## src/rtl/lcd_hd44780_sequencer.sv

```systemverilog
`default_nettype none
// ============================================================================
// Module   : lcd_hd44780_sequencer
// Summary  : Converts LCD register command words into timed HD44780 parallel
//            bus write cycles (setup, enable pulse, hold, execution wait).
//            Provides a one-entry request buffer, a sticky drop flag and a
//            busy/status readback word.
// Revision : 1.0 - initial release
// ============================================================================
module lcd_hd44780_sequencer #(
  parameter int T_POR       = 750000,
  parameter int T_SETUP     = 3,
  parameter int T_PW        = 12,
  parameter int T_HOLD      = 2,
  parameter int T_EXEC      = 2000,
  parameter int T_EXEC_LONG = 82000,
  parameter int CNT_W       = 20
) (
  input  logic        i_clk,
  input  logic        i_rst_n,
  input  logic [31:0] i_lcd_word,
  output logic [7:0]  o_lcd_data,
  output logic        o_lcd_rs,
  output logic        o_lcd_rw,
  output logic        o_lcd_en,
  output logic        o_lcd_on,
  output logic        o_busy,
  output logic [31:0] o_status
);

  // Bit positions inside the LCD register word.
  localparam int c_RS_BIT  = 8;
  localparam int c_GO_BIT  = 10;
  localparam int c_CLR_BIT = 11;
  localparam int c_ON_BIT  = 31;

  // Each state lasts N cycles: the counter starts at 0 on entry and the
  // state is left when it reaches N-1.
  localparam logic [CNT_W-1:0] c_POR_LAST   = CNT_W'(T_POR - 1);
  localparam logic [CNT_W-1:0] c_SETUP_LAST = CNT_W'(T_SETUP - 1);
  localparam logic [CNT_W-1:0] c_PW_LAST    = CNT_W'(T_PW - 1);
  localparam logic [CNT_W-1:0] c_HOLD_LAST  = CNT_W'(T_HOLD - 1);
  localparam logic [CNT_W-1:0] c_EXEC_LAST  = CNT_W'(T_EXEC - 1);
  localparam logic [CNT_W-1:0] c_LONG_LAST  = CNT_W'(T_EXEC_LONG - 1);
  localparam logic [CNT_W-1:0] c_CNT_ONE    = {{(CNT_W-1){1'b0}}, 1'b1};

  typedef enum logic [2:0] {
    S_POR_WAIT = 3'd0,
    S_IDLE     = 3'd1,
    S_SETUP    = 3'd2,
    S_PULSE    = 3'd3,
    S_HOLD     = 3'd4,
    S_EXEC     = 3'd5
  } state_t;

  state_t           r_state;
  state_t           w_state_nxt;
  logic [CNT_W-1:0] r_cnt;
  logic [CNT_W-1:0] w_cnt_nxt;
  logic [CNT_W-1:0] w_exec_last;

  logic             r_go_q;
  logic             r_clr_q;
  logic             r_pend;
  logic [7:0]       r_pend_data;
  logic             r_pend_rs;
  logic             r_drop;
  logic [7:0]       r_lcd_data;
  logic             r_lcd_rs;
  logic             r_lcd_en;
  logic             r_lcd_on;

  logic             w_go_rise;
  logic             w_clr_rise;
  logic             w_start_in;
  logic             w_start_pend;
  logic             w_pend_wr;
  logic             w_drop_set;
  logic             w_exec_long;
  logic [7:0]       w_req_data;
  logic             w_req_rs;
  logic             w_unused_bits;

  // RW (bit 9) is ignored and bits 30:12 are reserved.
  assign w_unused_bits = ^{i_lcd_word[30:12], i_lcd_word[9]};

  assign w_req_data = i_lcd_word[7:0];
  assign w_req_rs   = i_lcd_word[c_RS_BIT];
  assign w_go_rise  = i_lcd_word[c_GO_BIT]  & ~r_go_q;
  assign w_clr_rise = i_lcd_word[c_CLR_BIT] & ~r_clr_q;

  // Clear and return-home (RS=0, data 0x01..0x03) need the long wait.
  assign w_exec_long = ~r_lcd_rs & (r_lcd_data[7:2] == 6'd0) & (r_lcd_data[1:0] != 2'd0);
  assign w_exec_last = w_exec_long ? c_LONG_LAST : c_EXEC_LAST;

  // A request not started directly goes to the buffer if it is free,
  // otherwise it is discarded and recorded in the drop flag.
  assign w_pend_wr  = w_go_rise & ~w_start_in & ~r_pend;
  assign w_drop_set = w_go_rise & r_pend;

  // State register and shared duration counter.
  always_ff @(posedge i_clk or negedge i_rst_n) begin
    if (!i_rst_n) begin
      r_state <= S_POR_WAIT;
      r_cnt   <= '0;
    end else begin
      r_state <= w_state_nxt;
      r_cnt   <= w_cnt_nxt;
    end
  end

  // Next-state and counter reload; every transition restarts the counter.
  always_comb begin
    w_state_nxt  = r_state;
    w_cnt_nxt    = r_cnt + c_CNT_ONE;
    w_start_in   = 1'b0;
    w_start_pend = 1'b0;
    case (r_state)
      S_POR_WAIT: begin
        if (r_cnt == c_POR_LAST) begin
          w_state_nxt = S_IDLE;
          w_cnt_nxt   = '0;
        end
      end
      S_IDLE: begin
        w_cnt_nxt = '0;
        if (r_pend) begin
          w_start_pend = 1'b1;
          w_state_nxt  = S_SETUP;
        end else if (w_go_rise) begin
          w_start_in  = 1'b1;
          w_state_nxt = S_SETUP;
        end
      end
      S_SETUP: begin
        if (r_cnt == c_SETUP_LAST) begin
          w_state_nxt = S_PULSE;
          w_cnt_nxt   = '0;
        end
      end
      S_PULSE: begin
        if (r_cnt == c_PW_LAST) begin
          w_state_nxt = S_HOLD;
          w_cnt_nxt   = '0;
        end
      end
      S_HOLD: begin
        if (r_cnt == c_HOLD_LAST) begin
          w_state_nxt = S_EXEC;
          w_cnt_nxt   = '0;
        end
      end
      S_EXEC: begin
        if (r_cnt == w_exec_last) begin
          w_state_nxt = S_IDLE;
          w_cnt_nxt   = '0;
        end
      end
      default: begin
        w_state_nxt = S_POR_WAIT;
        w_cnt_nxt   = '0;
      end
    endcase
  end

  // Edge-detect history; GO history resets high so a held GO cannot fire.
  always_ff @(posedge i_clk or negedge i_rst_n) begin
    if (!i_rst_n) begin
      r_go_q  <= 1'b1;
      r_clr_q <= 1'b0;
    end else begin
      r_go_q  <= i_lcd_word[c_GO_BIT];
      r_clr_q <= i_lcd_word[c_CLR_BIT];
    end
  end

  // One-entry request buffer: filled by a deferred request, emptied in IDLE.
  always_ff @(posedge i_clk or negedge i_rst_n) begin
    if (!i_rst_n) begin
      r_pend      <= 1'b0;
      r_pend_data <= 8'd0;
      r_pend_rs   <= 1'b0;
    end else if (w_start_pend) begin
      r_pend <= 1'b0;
    end else if (w_pend_wr) begin
      r_pend      <= 1'b1;
      r_pend_data <= w_req_data;
      r_pend_rs   <= w_req_rs;
    end
  end

  // Sticky drop flag; a drop in the same cycle as a clear edge wins.
  always_ff @(posedge i_clk or negedge i_rst_n) begin
    if (!i_rst_n) begin
      r_drop <= 1'b0;
    end else if (w_drop_set) begin
      r_drop <= 1'b1;
    end else if (w_clr_rise) begin
      r_drop <= 1'b0;
    end
  end

  // Bus data/RS load on entry to SETUP and are held until the next transfer.
  always_ff @(posedge i_clk or negedge i_rst_n) begin
    if (!i_rst_n) begin
      r_lcd_data <= 8'd0;
      r_lcd_rs   <= 1'b0;
    end else if (w_start_in) begin
      r_lcd_data <= w_req_data;
      r_lcd_rs   <= w_req_rs;
    end else if (w_start_pend) begin
      r_lcd_data <= r_pend_data;
      r_lcd_rs   <= r_pend_rs;
    end
  end

  // Registered strobe (glitch-free) and display power follower.
  always_ff @(posedge i_clk or negedge i_rst_n) begin
    if (!i_rst_n) begin
      r_lcd_en <= 1'b0;
      r_lcd_on <= 1'b0;
    end else begin
      r_lcd_en <= (w_state_nxt == S_PULSE);
      r_lcd_on <= i_lcd_word[c_ON_BIT];
    end
  end

  assign o_lcd_data = r_lcd_data;
  assign o_lcd_rs   = r_lcd_rs;
  assign o_lcd_rw   = 1'b0;
  assign o_lcd_en   = r_lcd_en;
  assign o_lcd_on   = r_lcd_on;
  assign o_busy     = (r_state != S_IDLE) | r_pend;
  assign o_status   = {29'd0, r_drop, r_pend, o_busy};

endmodule
`default_nettype wire

```

## config.mk

```make
export PLATFORM = sky130hd
export DESIGN_NAME = lcd_hd44780_sequencer
export DESIGN_NICKNAME = d
export VERILOG_FILES = /design/src/rtl/lcd_hd44780_sequencer.sv
export SDC_FILE = /design/constraint.sdc
export NUM_CORES = 1
export LEC_CHECK = 0
export CORE_UTILIZATION = 51
export DETAILED_ROUTE_END_ITERATION = 7
export PLACE_DENSITY = 0.86
export SLEW_MARGIN = 20
export SYNTH_ARGS = -nofsm -noshare
export SYNTH_HDL_FRONTEND = slang
export SYNTH_SLANG_ARGS = --single-unit
```

## constraint.sdc

```tcl
create_clock -name i_clk -period 3.5 [get_ports i_clk]
set_clock_uncertainty 0.1 [all_clocks]
set_input_delay 0.7 -clock i_clk [delete_from_list [all_inputs] [get_ports i_clk]]
set_output_delay 0.7 -clock i_clk [all_outputs]
set_load 0.01 [all_outputs]
```

==> flow_summary.yaml <==
status:
  outcome: "finished clean"
critical_path:
  timing.critical_path.slowest_cell_delay_ps: 630
  cp_data_required_time_ps: 2700
  critical_path.max_fanout: 12
  critPathLaunchType: "flop"
  list_of_cells_traversed_by_the_critical_path: "nor3b_1, nand2b_1, clkdlybuf4s50_1"
  critical_path.slowest_cell: "sky130_fd_sc_hd__nor3b_1"
  critical_path_class: "flop to output pin"
  crit_path_end_kind: "output pin"
  reg_to_reg_setup_timing_slack_ps: 870
  timing.critical_path.arrival_ps: 2150
power_and_ir_drop:
  max_vdd_drop_uv: 206
  sequentialPowerShare_pct: 58.1
  power.share.switching_pct: 24.8
  leakage_power_figure_nw: 1.33
  p_sw_mw: 0.244
  pwr-share-clk_pct: 34.6
  pwr_density_cell_nw_per_um2: 338
  p_comb_share_pct: 7.3
  p_total_mw: 0.983
  p_int_mw: 0.740
routing:
  routed_wire_per_std_cell_um: 14.2
  drt-initial-drc-count: 131
  wirelength_um: 4990
  drt.antenna.violating_nets: 0
  vias: 1901
  post-route-drc-count: 0
  detail_route.vias_per_cell: 5.40
  detailedRoute.firstPassIterationCount: 4
logic_synthesis:
  synth_area_leaders: "sky130_fd_sc_hd__dfrtp_1 44%, sky130_fd_sc_hd__buf_4 9.7%, sky130_fd_sc_hd__xnor2_1 4.3%"
  synth_cell_type_count: 48
  post_synth_instance_area_um2: 2630
  synth-main-ff-cell: "sky130_fd_sc_hd__dfrtp_1"
  synth_most_common_cell: "sky130_fd_sc_hd__dfrtp_1"
  sequential_share_of_the_synthesized_area_pct: 44.7
  yosysWarningCount: 0
  netlist.area_leader.share_pct: 43.7
  synthDominantAreaCellType: "sky130_fd_sc_hd__dfrtp_1"
  ys_ff_latch: 47
  number_of_flops_mapped_to_enable_cells_by_yosys: 0
  synth_async_reset_ratio_pct: 100
  synthesis.instances: 260
  synthesis.area_per_instance_um2: 10.1
  synthTopCellsByCount: "46 x sky130_fd_sc_hd__dfrtp_1, 34 x sky130_fd_sc_hd__buf_4, 19 x sky130_fd_sc_hd__a21oi_1"
flow_run:
  max-cap-violations: 0
sta:
  timing.final.crit_share_pct: 84.2
  grt_setup_unrepaired: "no"
  setup-tns-final_ps: 0
  final_hold_slack_ps: 267
  finalHoldViolations: 0
  worstMarginPinSlew_ps: 760
  drv_slew: 0
  maxSlewHeadroom_pct: 49.2
  max_freq_ghz: 0.339
  final_setup_viols: 0
  timing.final.crit_period_ps: 2950
cts:
  cts_max_path_buffers: 2
  post-cts-setup-buffers: 0
  clock_tree.root_cell: "sky130_fd_sc_hd__clkbuf_8"
  htree_num_levels: 2
  cts_buffers: 5
  clock_latency_ps: 320
  hold_buf_count_cts: 0
  cts.sinks: 47
  post_cts_resized: 0
  clkTransAtPathRegs_ps: 100
  clock_tree_from_tritoncts: "built"
grt:
  grt_max_degree: 48
  first_pass_grt_wire_length_um: 8430
  antenna_found_initial: 0
  groute.usage.overall_pct: 21.0
  globalRoute.totalOverflow: 0
  via_count_of_the_first_global_routing_pass: 1832
floorplanning:
  area_of_the_core_region_um2: 4850
  die_w_um: 73.9
  initial_utilization_pct: 54.3
  dieHeight_um: 73.9
  num_io_pins: 79
  dieArea_um2: 5460
  num_rows: 25
hold_path:
  holdCritPathClass: "input pin to async pin"
final_layout:
  post-route-util_pct: 60.0
  layout.cell_area.non_filler_um2: 2910
  final_layout_size_suffix_gt1_share_pct: 10.5
  final_nets: 321
  flow.area_growth_from_synthesis_pct: 10.5
  antenna_cells: 0
place:
  gp_routability_congestion: 0.890
  dpl-instance-area_um2: 2820
  numPortBuffers: 28
  hpwlAfterDp_um: 3570
## metrics by stage
stage | instances | worst slack (ps)
2_1_floorplan | 289 | 1330
3_3_place_gp | 344 | 814
3_5_place_dp | 344 | 773
4_1_cts | 352 | 608
5_1_grt | 352 | 386
6_report | 352 | 553
## cells by family after synthesis
family / after synthesis / share of synthesized area [%]
AOI/OAI and AO/OA: 46 / 11.1
xor gates and xnor gates: 17 / 5.65
other: 1 / 0.142
muxes: 19 / 7.65
DFF: 47 / 44.7
buffers and inverters: 47 / 11.9
and+or+nand+nor: 80 / 17.5
adders and majority gates: 3 / 1.43
## area by class of cell
type | instances | area, um2
clock inverters | 2 | 16.3
multi-input cells | 195 | 1260
inverters | 7 | 26.3
fillers | 414 | 1940
well taps | 67 | 83.8
flip-flops and latches | 47 | 1180
repair buffers | 28 | 278
clock buffers | 6 | 72.6
## worst max-delay path: cells and delay by family (launching register included)
| family | cells | cell delay [ps] |
|---|---|---|
| and+or+nand+nor | 2 | 770 |
| DFF | 1 | 550 |
| buffers and inverters | 1 | 510 |
## power groups by stage
stage / clock, mW / sequential, mW / combinational, mW
floorplan: 0 / 0.579 / 0.0656
global placement: 0 / 0.580 / 0.0705
detailed placement: 0 / 0.582 / 0.0725
CTS: 0.348 / 0.571 / 0.0727
global route: 0.368 / 0.573 / 0.0826
finish: 0.341 / 0.571 / 0.0719
## registers in the layout, indices dropped and copies added (netlist names), 3 cells and up
register / count
o_lcd_data: 8
r_cnt: 20
r_pend_data: 8
r_state: 3
## layout by cell type (no fill, tap or decap), types with 3 or more instances in the layout
master / synthesis / layout
sky130_fd_sc_hd__inv_1: 7 / 7
sky130_fd_sc_hd__nand2_1: 18 / 18
sky130_fd_sc_hd__conb_1: 1 / 30
sky130_fd_sc_hd__nand3_1: 8 / 8
sky130_fd_sc_hd__xor2_1: 4 / 4
sky130_fd_sc_hd__and4_1: 3 / 3
sky130_fd_sc_hd__mux2_2: 9 / 9
sky130_fd_sc_hd__xnor2_1: 13 / 13
sky130_fd_sc_hd__or3_1: 3 / 3
sky130_fd_sc_hd__nor3_1: 3 / 3
sky130_fd_sc_hd__ha_1: 3 / 3
sky130_fd_sc_hd__nor2_1: 16 / 16
sky130_fd_sc_hd__mux2i_1: 10 / 10
sky130_fd_sc_hd__a21oi_1: 19 / 19
sky130_fd_sc_hd__nor2b_1: 3 / 3
sky130_fd_sc_hd__clkbuf_8: 0 / 5
sky130_fd_sc_hd__nand4_1: 4 / 4
sky130_fd_sc_hd__o21ai_0: 13 / 13
sky130_fd_sc_hd__or4_1: 3 / 3
sky130_fd_sc_hd__clkdlybuf4s50_1: 0 / 27
sky130_fd_sc_hd__dfrtp_1: 46 / 46
sky130_fd_sc_hd__nand2b_1: 5 / 5
sky130_fd_sc_hd__nor4_1: 3 / 3
## final timing paths
check / startpoint / to / depth (start not counted)
max: r_state[0]$_DFF_PN0_ / o_busy / 3
min: i_rst_n / r_cnt[6]$_DFF_PN0_ / 1
max reg2reg: r_cnt[4]$_DFF_PN0_ / r_cnt[12]$_DFF_PN0_ / 5
min reg2reg: r_drop$_DFFE_PN0P_ / r_drop$_DFFE_PN0P_ / 1
max in group asynchronous: i_rst_n / r_cnt[19]$_DFF_PN0_ / 1
min in group i_clk: r_drop$_DFFE_PN0P_ / r_drop$_DFFE_PN0P_ / 1
## layer usage
metal	up-vias	share of wire (%)	GRT usage [%]
li1	893	-	-
met1	937	45	26.7
met2	62	49	33.5
met3	9	4.0	5.62
met4	0	2.2	9.62
met5	-	0	0
Note: power is estimated with default switching activity, not from simulation.
